$ cat config.mk
export PLATFORM = sky130hd
export DESIGN_NAME = button_debounce_nbit
export DESIGN_NICKNAME = d
export VERILOG_FILES = /design/src/rtl/button_debounce_nbit.sv
export SDC_FILE = /design/constraint.sdc
export NUM_CORES = 1
export LEC_CHECK = 0
export CAP_MARGIN = 10
export CORE_MARGIN = 2
export CORE_UTILIZATION = 61
export DETAILED_ROUTE_END_ITERATION = 12
export PLACE_DENSITY = 0.84
export REMOVE_ABC_BUFFERS = 1
export SYNTH_ARGS = -nofsm -noshare
export SYNTH_HDL_FRONTEND = slang
export SYNTH_SLANG_ARGS = --single-unit
export TNS_END_PERCENT = 20
$ cat constraint.sdc
create_clock -name clock -period 2.3 [get_ports clock]
set_input_delay 0.345 -clock clock [delete_from_list [all_inputs] [get_ports clock]]
set_output_delay 0.345 -clock clock [all_outputs]
set_load 0.1 [all_outputs]
$ cat src/rtl/button_debounce_nbit.sv
// Synchronise, debounce and edge-detect WIDTH push-buttons; priority-encoded key code.
// Optional auto-repeat of keyEdge while held: define BUTTON_AUTO_REPEAT_EN.
module button_debounce_nbit #(
  parameter int WIDTH           = 4,
  parameter int DEBOUNCE_CYCLES = 16,
  parameter int ACTIVE_LOW      = 1,
  parameter int REPEAT_DELAY    = 500,
  parameter int REPEAT_PERIOD   = 100
) (
  input  logic                                     clock,
  input  logic                                     reset,
  input  logic [WIDTH-1:0]                         key,
  output logic [WIDTH-1:0]                         keyState,
  output logic [WIDTH-1:0]                         keyEdge,
  output logic [WIDTH-1:0]                         keyRelease,
  output logic                                     anyPress,
  output logic [((WIDTH > 1) ? $clog2(WIDTH) : 1)-1:0] keyCode
);

  localparam int CW   = (WIDTH > 1) ? $clog2(WIDTH) : 1;
  localparam int CNTW = $clog2(DEBOUNCE_CYCLES + 1);
  localparam logic [CNTW-1:0]  CNT_MAX = CNTW'(DEBOUNCE_CYCLES);
  localparam logic [WIDTH-1:0] IDLE    = (ACTIVE_LOW != 0) ? '1 : '0;

  if (WIDTH < 1 || DEBOUNCE_CYCLES < 1 || REPEAT_DELAY < 1 || REPEAT_PERIOD < 1) begin : g_bad_params
    $error("button_debounce_nbit: all parameters must be >= 1");
  end

  typedef enum logic [1:0] {RELEASED, PRESS_WAIT, PRESSED, RELEASE_WAIT} state_t;

  state_t           st  [WIDTH];
  logic [CNTW-1:0]  cnt [WIDTH];
  logic [WIDTH-1:0] sync1, sync2, raw;
  logic [WIDTH-1:0] press_hit, release_hit, edge_nxt;
  logic [CW-1:0]    code_nxt;
  logic             found;

`ifdef BUTTON_AUTO_REPEAT_EN
  localparam int RMAX = (REPEAT_DELAY > REPEAT_PERIOD) ? REPEAT_DELAY : REPEAT_PERIOD;
  localparam int RW   = $clog2(RMAX + 1);
  logic [RW-1:0]    rcnt [WIDTH];
  logic [WIDTH-1:0] rdone, hold, rpt_hit;
`endif

  always_comb begin
    raw = sync2 ^ IDLE;
    for (int unsigned i = 0; i < WIDTH; i++) begin
      press_hit[i]   = (st[i] == PRESS_WAIT)   &&  raw[i] && (cnt[i] == CNT_MAX);
      release_hit[i] = (st[i] == RELEASE_WAIT) && !raw[i] && (cnt[i] == CNT_MAX);
      keyState[i]    = (st[i] == PRESSED) || (st[i] == RELEASE_WAIT);
    end
`ifdef BUTTON_AUTO_REPEAT_EN
    // The repeat timer only advances on samples that agree with the held level.
    for (int unsigned i = 0; i < WIDTH; i++) begin
      hold[i]    = keyState[i] && raw[i];
      rpt_hit[i] = hold[i] &&
                   ((rcnt[i] + RW'(1)) == (rdone[i] ? RW'(REPEAT_PERIOD) : RW'(REPEAT_DELAY)));
    end
    edge_nxt = press_hit | rpt_hit;
`else
    edge_nxt = press_hit;
`endif
    code_nxt = '0;
    found    = 1'b0;
    for (int unsigned i = 0; i < WIDTH; i++) begin
      if (edge_nxt[i] && !found) begin
        code_nxt = CW'(i);
        found    = 1'b1;
      end
    end
  end

  always_ff @(posedge clock) begin
    if (reset) begin
      sync1      <= IDLE;
      sync2      <= IDLE;
      keyEdge    <= '0;
      keyRelease <= '0;
      anyPress   <= 1'b0;
      keyCode    <= '0;
      for (int unsigned i = 0; i < WIDTH; i++) begin
        st[i]  <= RELEASED;
        cnt[i] <= '0;
`ifdef BUTTON_AUTO_REPEAT_EN
        rcnt[i] <= '0;
`endif
      end
`ifdef BUTTON_AUTO_REPEAT_EN
      rdone <= '0;
`endif
    end else begin
      sync1      <= key;
      sync2      <= sync1;
      keyEdge    <= edge_nxt;
      keyRelease <= release_hit;
      anyPress   <= |edge_nxt;
      keyCode    <= code_nxt;
      for (int unsigned i = 0; i < WIDTH; i++) begin
        case (st[i])
          RELEASED: begin
            if (raw[i]) begin
              st[i]  <= PRESS_WAIT;
              cnt[i] <= CNTW'(1);
            end
          end
          PRESS_WAIT: begin
            if (!raw[i]) begin
              st[i]  <= RELEASED;
              cnt[i] <= '0;
            end else if (cnt[i] == CNT_MAX) begin
              st[i]  <= PRESSED;
              cnt[i] <= '0;
            end else begin
              cnt[i] <= cnt[i] + CNTW'(1);
            end
          end
          PRESSED: begin
            if (!raw[i]) begin
              st[i]  <= RELEASE_WAIT;
              cnt[i] <= CNTW'(1);
            end
          end
          RELEASE_WAIT: begin
            if (raw[i]) begin
              st[i]  <= PRESSED;
              cnt[i] <= '0;
            end else if (cnt[i] == CNT_MAX) begin
              st[i]  <= RELEASED;
              cnt[i] <= '0;
            end else begin
              cnt[i] <= cnt[i] + CNTW'(1);
            end
          end
        endcase
`ifdef BUTTON_AUTO_REPEAT_EN
        if (press_hit[i] || st[i] == RELEASED) begin
          rcnt[i]  <= '0;
          rdone[i] <= 1'b0;
        end else if (rpt_hit[i]) begin
          rcnt[i]  <= '0;
          rdone[i] <= 1'b1;
        end else if (hold[i]) begin
          rcnt[i] <= rcnt[i] + RW'(1);
        end
`endif
      end
    end
  end

endmodule

==> results of run 1 <==
power by group:
| group | leakage (nW) | switching [mW] | total (mW) | internal (mW) |
|---|---|---|---|---|
| combinational | 0.439 | 0.622 | 0.990 | 0.367 |
| sequential | 0.465 | 0.280 | 1.46 | 1.18 |
| clock | 0.0459 | 0.254 | 0.495 | 0.241 |
routing by layer:
metal	track usage (%)	share of wire [%]
met1	22.4	47
met2	29.6	49
met3	5.21	2.8
met4	7.18	1.8
met5	0	0
through the flow:
| step | total power, mW | hold slack [ns] | worst slack (ns) | utilization (%) |
|---|---|---|---|---|
| floorplan | 2.22 | 0.389 | 0.199 | - |
| global placement | 2.43 | 0.391 | 0.489 | 67.7 |
| detailed placement | 2.47 | 0.394 | 0.458 | 67.7 |
| CTS | 2.96 | 0.417 | 0.521 | 70.2 |
| global route | 3.12 | 0.428 | 0.365 | 70.2 |
| finish | 2.94 | 0.416 | 0.478 | 70.2 |
how the worst min path moves through the flow:
| stage | from | end | slack, ns | cells past startpoint |
|---|---|---|---|---|
| final | sync1[1] | sync2[1] | 0.42 | 1 |
| after global routing | sync1[1] | sync2[1] | 0.43 | 1 |
| after CTS | sync1[1] | sync2[1] | 0.42 | 1 |
| after detailed placement | sync1[1] | sync2[1] | 0.39 | 1 |
| after global placement | sync1[0] | sync2[0] | 0.39 | 1 |
| after floorplan | sync1[0] | sync2[0] | 0.39 | 1 |
kinds of logic (layout without fill, tap and decap cells):
logic type / Yosys count / in the layout / synth area share [%]
flip-flops: 47 / 47 / 54.4
buffers and inverters: 24 / 42 / 4.29
XOR/XNOR: 17 / 17 / 6.63
AO/OA/AOI/OAI: 24 / 24 / 6.80
AND/OR/NAND/NOR: 88 / 88 / 23.5
adder cells (fa/ha/maj): 8 / 8 / 4.46
placed cells by master, fill, tap and decap left out, types with 2 or more instances in the layout:
| cell type | n |
|---|---|
| sky130_fd_sc_hd__nor2b_1 | 3 |
| sky130_fd_sc_hd__nand3_1 | 12 |
| sky130_fd_sc_hd__inv_1 | 13 |
| sky130_fd_sc_hd__a21oi_1 | 4 |
| sky130_fd_sc_hd__buf_4 | 15 |
| sky130_fd_sc_hd__clkbuf_8 | 6 |
| sky130_fd_sc_hd__dfxtp_1 | 19 |
| sky130_fd_sc_hd__o211ai_1 | 4 |
| sky130_fd_sc_hd__o21ai_0 | 7 |
| sky130_fd_sc_hd__xnor2_1 | 4 |
| sky130_fd_sc_hd__nand2_1 | 11 |
| sky130_fd_sc_hd__or2_2 | 11 |
| sky130_fd_sc_hd__a31oi_1 | 2 |
| sky130_fd_sc_hd__clkdlybuf4s50_1 | 5 |
| sky130_fd_sc_hd__nor4bb_4 | 2 |
| sky130_fd_sc_hd__or4b_4 | 3 |
| sky130_fd_sc_hd__ha_1 | 8 |
| sky130_fd_sc_hd__edfxtp_1 | 28 |
| sky130_fd_sc_hd__nor3_1 | 11 |
| sky130_fd_sc_hd__xor2_1 | 13 |
| sky130_fd_sc_hd__nor2_1 | 25 |
| sky130_fd_sc_hd__o21a_1 | 3 |
critical path, stage by stage, from the launching register on:
cell                       delay, ns
sky130_fd_sc_hd__edfxtp_1       0.44
sky130_fd_sc_hd__inv_1          0.08
sky130_fd_sc_hd__ha_1           0.16
sky130_fd_sc_hd__nor4bb_2       0.49
sky130_fd_sc_hd__o21ai_0        0.18
sky130_fd_sc_hd__o211ai_1       0.16
synthesized netlist by cell type:
cell type                   number  area [µm²]
sky130_fd_sc_hd__nand3_1        12        60.1
sky130_fd_sc_hd__inv_1          13        48.8
sky130_fd_sc_hd__nor2b_1         3        18.8
sky130_fd_sc_hd__o211ai_1        4        30.0
sky130_fd_sc_hd__ha_1            8         100
sky130_fd_sc_hd__or2_2          11        68.8
sky130_fd_sc_hd__xor2_1         13         114
sky130_fd_sc_hd__nor4bb_4        2        50.1
sky130_fd_sc_hd__xnor2_1         4        35.0
sky130_fd_sc_hd__buf_2           2        10.0
sky130_fd_sc_hd__and4bb_1        1        12.5
sky130_fd_sc_hd__nor4_1          1        6.26
sky130_fd_sc_hd__clkbuf_1        8        30.0
sky130_fd_sc_hd__buf_4           1        7.51
sky130_fd_sc_hd__a211o_1         1        8.76
sky130_fd_sc_hd__o21bai_1        1        7.51
sky130_fd_sc_hd__nor4bb_2        1        16.3
sky130_fd_sc_hd__a21oi_1         4        20.0
sky130_fd_sc_hd__or3b_1          1        8.76
sky130_fd_sc_hd__nor3_1         11        55.1
sky130_fd_sc_hd__a21boi_1        1        7.51
sky130_fd_sc_hd__o21a_1          3        22.5
sky130_fd_sc_hd__a31oi_1         2        12.5
sky130_fd_sc_hd__and2b_1         1        7.51
sky130_fd_sc_hd__o21ai_0         7        35.0
sky130_fd_sc_hd__nor2_1         25        93.8
sky130_fd_sc_hd__edfxtp_1       28         841
sky130_fd_sc_hd__and3b_1         1        8.76
sky130_fd_sc_hd__nand4bb_1       1        11.3
sky130_fd_sc_hd__or3b_4          1        11.3
sky130_fd_sc_hd__nand2_1        11        41.3
sky130_fd_sc_hd__nor3b_1         1        7.51
sky130_fd_sc_hd__a2bb2oi_1       1        8.76
sky130_fd_sc_hd__dfxtp_1        19         380
sky130_fd_sc_hd__or4b_4          3        41.3
sky130_fd_sc_hd__nand3b_1        1        7.51
registers in the layout (all words and copies together) (netlist names):
register and cells:
anyPress 1, cnt 20, keyCode 2, keyEdge 4, keyRelease 4, st 8
sync1 4, sync2 4
layout make-up:
class	instances	area, µm²	area share [%]
multi-input cells	137	928	36.7
flip-flops and latches	47	1220	48.2
inverters	13	48.8	1.93
well taps	48	60.1	2.37
clock buffers	7	86.3	3.41
clock inverters	1	3.75	0.148
repair buffers	21	183	7.22
==> run metrics, run 1 <==
Critical Path AT approximately 1.8 ns; cell total after placement roughly 270; drt first pass iters 4; power density normalized to cell area between 1000 and 1500 mW/mm²; post-cts repair resize count 0; Register-to-Register Setup Slack 0.48 ns; master cell of the clock root buffer sky130_fd_sc_hd__clkbuf_8; flip-flop and latch count after synthesis 47; DP Area 0.00244 mm²; Hold Crit Class flip-flop to flip-flop; width of the die between 60 and 70 µm; total setup buffers inserted after CTS 0; cts hold-fix bufs 0; unrepaired setup endpoints after global routing no; required time of the worst setup path 2.29 ns; area of the core region 0.00361 mm²; clock slew at the register clock pins of the worst setup and hold paths 0.08 ns; reg2reg path depth 5; peak clock frequency supported by timing 549 MHz; placed wire-length estimate after detailed placement 2550 µm; last weighted congestion value of the routability-driven placer ~0.69; number of standard cells in the layout, taps in and fillers out between 200 and 300; number of maximum-capacitance violations 0; run status complete, no violations; total detailed-routing wirelength between 3000 and 4000 µm; Chip Height between 60 and 70 µm; GRT Resource Usage Total 18.0%; clock sink count 47; kind of start point of the critical path flip-flop; port buffer count 20; iteration-0 DRC count of the detailed router 42; count of pins on the block boundary 21; drt wl/cell 12.5 µm; Worst-Skew Late Latency 0.30 ns; final worst-path cycle share 79.2%; die footprint ~0.0042 mm²; global route overflow 0; launching point of the worst reg2reg path cnt[3][0]; Worst IR Drop VDD a little over 0.0007 V; Leak ~0.95 nW; Yosys warnings 0; buffer levels on the longest clock path 2; Setup crit start cnt[3][0]; critical path class flip-flop to flip-flop; CTS buffer count 5; CTS H-Tree Depth 2; instance count of the mapped netlist ~210; count of distinct cell types in the synthesized netlist 36; register area share after synthesis a little over half; Critical Path Fanout Max 4; # nets final between 200 and 250; DRC errors left 0; slew of the pin with the lowest slew margin 0.477 ns; Fin Clk Skew about 0.0050 ns; via density per instance 5.34; category of the worst setup path capture point flip-flop; fraction of layout cells with a size suffix above 1 between 10% and 20%; count of endpoints failing hold in the final timing report 0; Std-Cell Rows 22; post-synthesis instance area around 0.0022 mm²; endpoint of the lowest-slack register-to-register path st[3][0]; via count of the first global-routing pass between 1,000 and 1,500; max-slew violations 0; Finished Cell Area approximately 0.0025 mm²; global-route wire length before repair ~5700 µm; Period minus WS final around 1.8 ns; largest net degree at the start of global routing 33; Setup crit end st[3][0]; signed area change from the synthesized netlist to the final layout 12.7%; TritonCTS clock tree built; Post-Route Setup TNS 0 ns; number of inserted diodes 0; initial antenna violation count 0; count of nets left with antenna violations after detail routing 0; FILL cells 285; Mapped Avg Cell Area 10.8 µm²; Finish-stage setup viols 0; detailed-route via count approximately 1,500; initial core utilization 62.3%; worst slew margin relative to its limit 67.8%
Note: power is estimated with default switching activity, not from simulation.
==> run 2: changes to the inputs <==
Settings changed: CORE_UTILIZATION 61 to 51, PLACE_DENSITY 0.84 to 0.75.
Clock period 2.3 ns to 1.5 ns, I/O delays scaled along.
==> run metrics, run 2 (same netlist as run 1, synthesis figures left out) <==
max-slew violations 0; signed area change from the synthesized netlist to the final layout 40.7%; final worst-path cycle share 111%; Critical Path AT roughly 1.8 ns; via count of the first global-routing pass around 1,500; clock slew at the register clock pins of the worst setup and hold paths ~0.08 ns; largest net degree at the start of global routing 14; most common library cell in the layout ignoring fill and taps sky130_fd_sc_hd__buf_4; Leak 1.21 nW; width of the die approximately 70 µm; worst slew margin relative to its limit between 70% and 80%; worst slack at placement -0.228 ns; buffer levels on the longest clock path 2; clock sink count 47; power density normalized to cell area 1720 mW/mm²; violated checks setup timing; Std-Cell Rows 24; die footprint 0.00495 mm²; fraction of layout cells with a size suffix above 1 39.3%; register with the most flip-flops cnt; worst hold margin between 0.4 and 0.5 ns; Chip Height approximately 70 µm; Hold Crit Class flip-flop to flip-flop; drt wl/cell about 13 µm; via density per instance approximately 5.2; last weighted congestion value of the routability-driven placer just over 0.8; Fin Clk Skew 0.00545 ns; peak clock frequency supported by timing roughly 600 MHz; count of nets left with antenna violations after detail routing 0; GRT Resource Usage Total around 17%; # nets final approximately 280; number of flip-flops in the largest register 20; Worst IR Drop VDD 0.00139 V; required time of the worst setup path between 1.5 and 2 ns; Period minus WS final around 1.7 ns; initial antenna violation count 0; count of endpoints failing hold in the final timing report 0; detailed-route via count around 1,700; unrepaired setup endpoints after global routing yes; global-route wire length before repair 6620 µm; CTS buffer count 5; top library cells by usage in the layout, fill and taps aside 44 x sky130_fd_sc_hd__buf_4, 28 x sky130_fd_sc_hd__edfxtp_1, 20 x sky130_fd_sc_hd__nor2_1; global route overflow 0; Critical Path Fanout Max 4; largest registers ranked by flip-flop count cnt x20, st x8; CTS H-Tree Depth 2; port buffer count 20; drt first pass iters 4; critical path class flip-flop to flip-flop; area of the core region 0.00429 mm²; kind of start point of the critical path flip-flop; TritonCTS clock tree built; total detailed-routing wirelength about 4200 µm; number of maximum-capacitance violations 0; slew of the pin with the lowest slew margin between 0.3 and 0.4 ns; Finished Cell Area roughly 0.0032 mm²; slack of the critical path -0.166 ns; category of the worst setup path capture point flip-flop; DRC errors left 0; count of pins on the block boundary 21; number of inserted diodes 0; DP Area 0.00292 mm²; master cell of the clock root buffer sky130_fd_sc_hd__clkbuf_8; iteration-0 DRC count of the detailed router 99; Finish-stage setup viols 9; run status complete, but fails checks; initial core utilization 52.3%; placed wire-length estimate after detailed placement approximately 3000 µm; Worst-Skew Late Latency approximately 0.29 ns
[run 2: cell types whose count changed in the layout (fill, tap and decap cells not counted), moves of 3 or more]
cell,before,now
sky130_fd_sc_hd__buf_12,1,15
sky130_fd_sc_hd__buf_4,15,44
sky130_fd_sc_hd__ha_1,8,4
sky130_fd_sc_hd__nand3_1,12,8
sky130_fd_sc_hd__nand3_2,0,3
sky130_fd_sc_hd__nor2_1,25,20
sky130_fd_sc_hd__nor2_2,0,4
sky130_fd_sc_hd__o21ai_0,7,3
sky130_fd_sc_hd__o21ai_1,0,4
[run 2: worst max-delay path: stages (launching register included)]
cell and delay [ns]:
sky130_fd_sc_hd__edfxtp_1 0.36, sky130_fd_sc_hd__inv_1 0.06, sky130_fd_sc_hd__ha_2 0.17, sky130_fd_sc_hd__nor4bb_4 0.15
sky130_fd_sc_hd__buf_4 0.14, sky130_fd_sc_hd__or4b_4 0.55, sky130_fd_sc_hd__nor2_1 0.10
[run 2: layout make-up]
cell class | count | area [µm²]
sequential | 47 | 1220
fill | 295 | 1130
multi-input combinational | 137 | 1050
timing repair buffer | 65 | 692
clock buffer | 7 | 76.3
tap | 52 | 65.1
inverter | 13 | 48.8
clock inverter | 1 | 5.00
[run 2: timing repair]
item                       in CTS  in global routing
hold buffers                    0                  0
pin swaps                      14                 13
buffers inserted                2                  2
gates resized for setup         8                 24
setup endpoints to repair      30                 39
cloned                          0                  0
[run 2: power by group]
group	switching (mW)	total (mW)	internal [mW]
Sequential	0.280	2.08	1.80
Clock	0.374	0.701	0.327
Combinational	1.39	2.65	1.25
Total	2.05	5.43	3.38
[run 2: worst paths after layout]
| kind | endpoint | depth (start not counted) | slack, ns | from |
|---|---|---|---|---|
| worst max-delay path | cnt[1][1] | 6 | -0.17 | cnt[1][1] |
| worst max register to register | cnt[1][1] | 6 | -0.17 | cnt[1][1] |
| worst min register to register | sync2[1] | 1 | 0.41 | sync1[1] |
| worst min-delay path | sync2[1] | 1 | 0.41 | sync1[1] |
[run 2: metal layers]
layer  global-route usage [%]  wire length, µm  vias to the layer above
met5                        0                0                        -
met4                     5.77               50                        0
met3                     3.03              110                        5
met2                     29.2             2200                       28
met1                     21.3             1850                      804
li1                         -                -                      839
[run 2: stage by stage]
stage	cells	util, %	power [mW]	TNS (ns)
2_1_floorplan	197	-	3.40	-21.00
3_5_place_dp	310	68.0	4.49	-4.64
5_1_grt	322	73.6	5.73	-2.40
6_report	322	73.6	5.43	-1.03
3_3_place_gp	310	68.0	4.40	-3.44
4_1_cts	320	70.7	5.27	-1.07
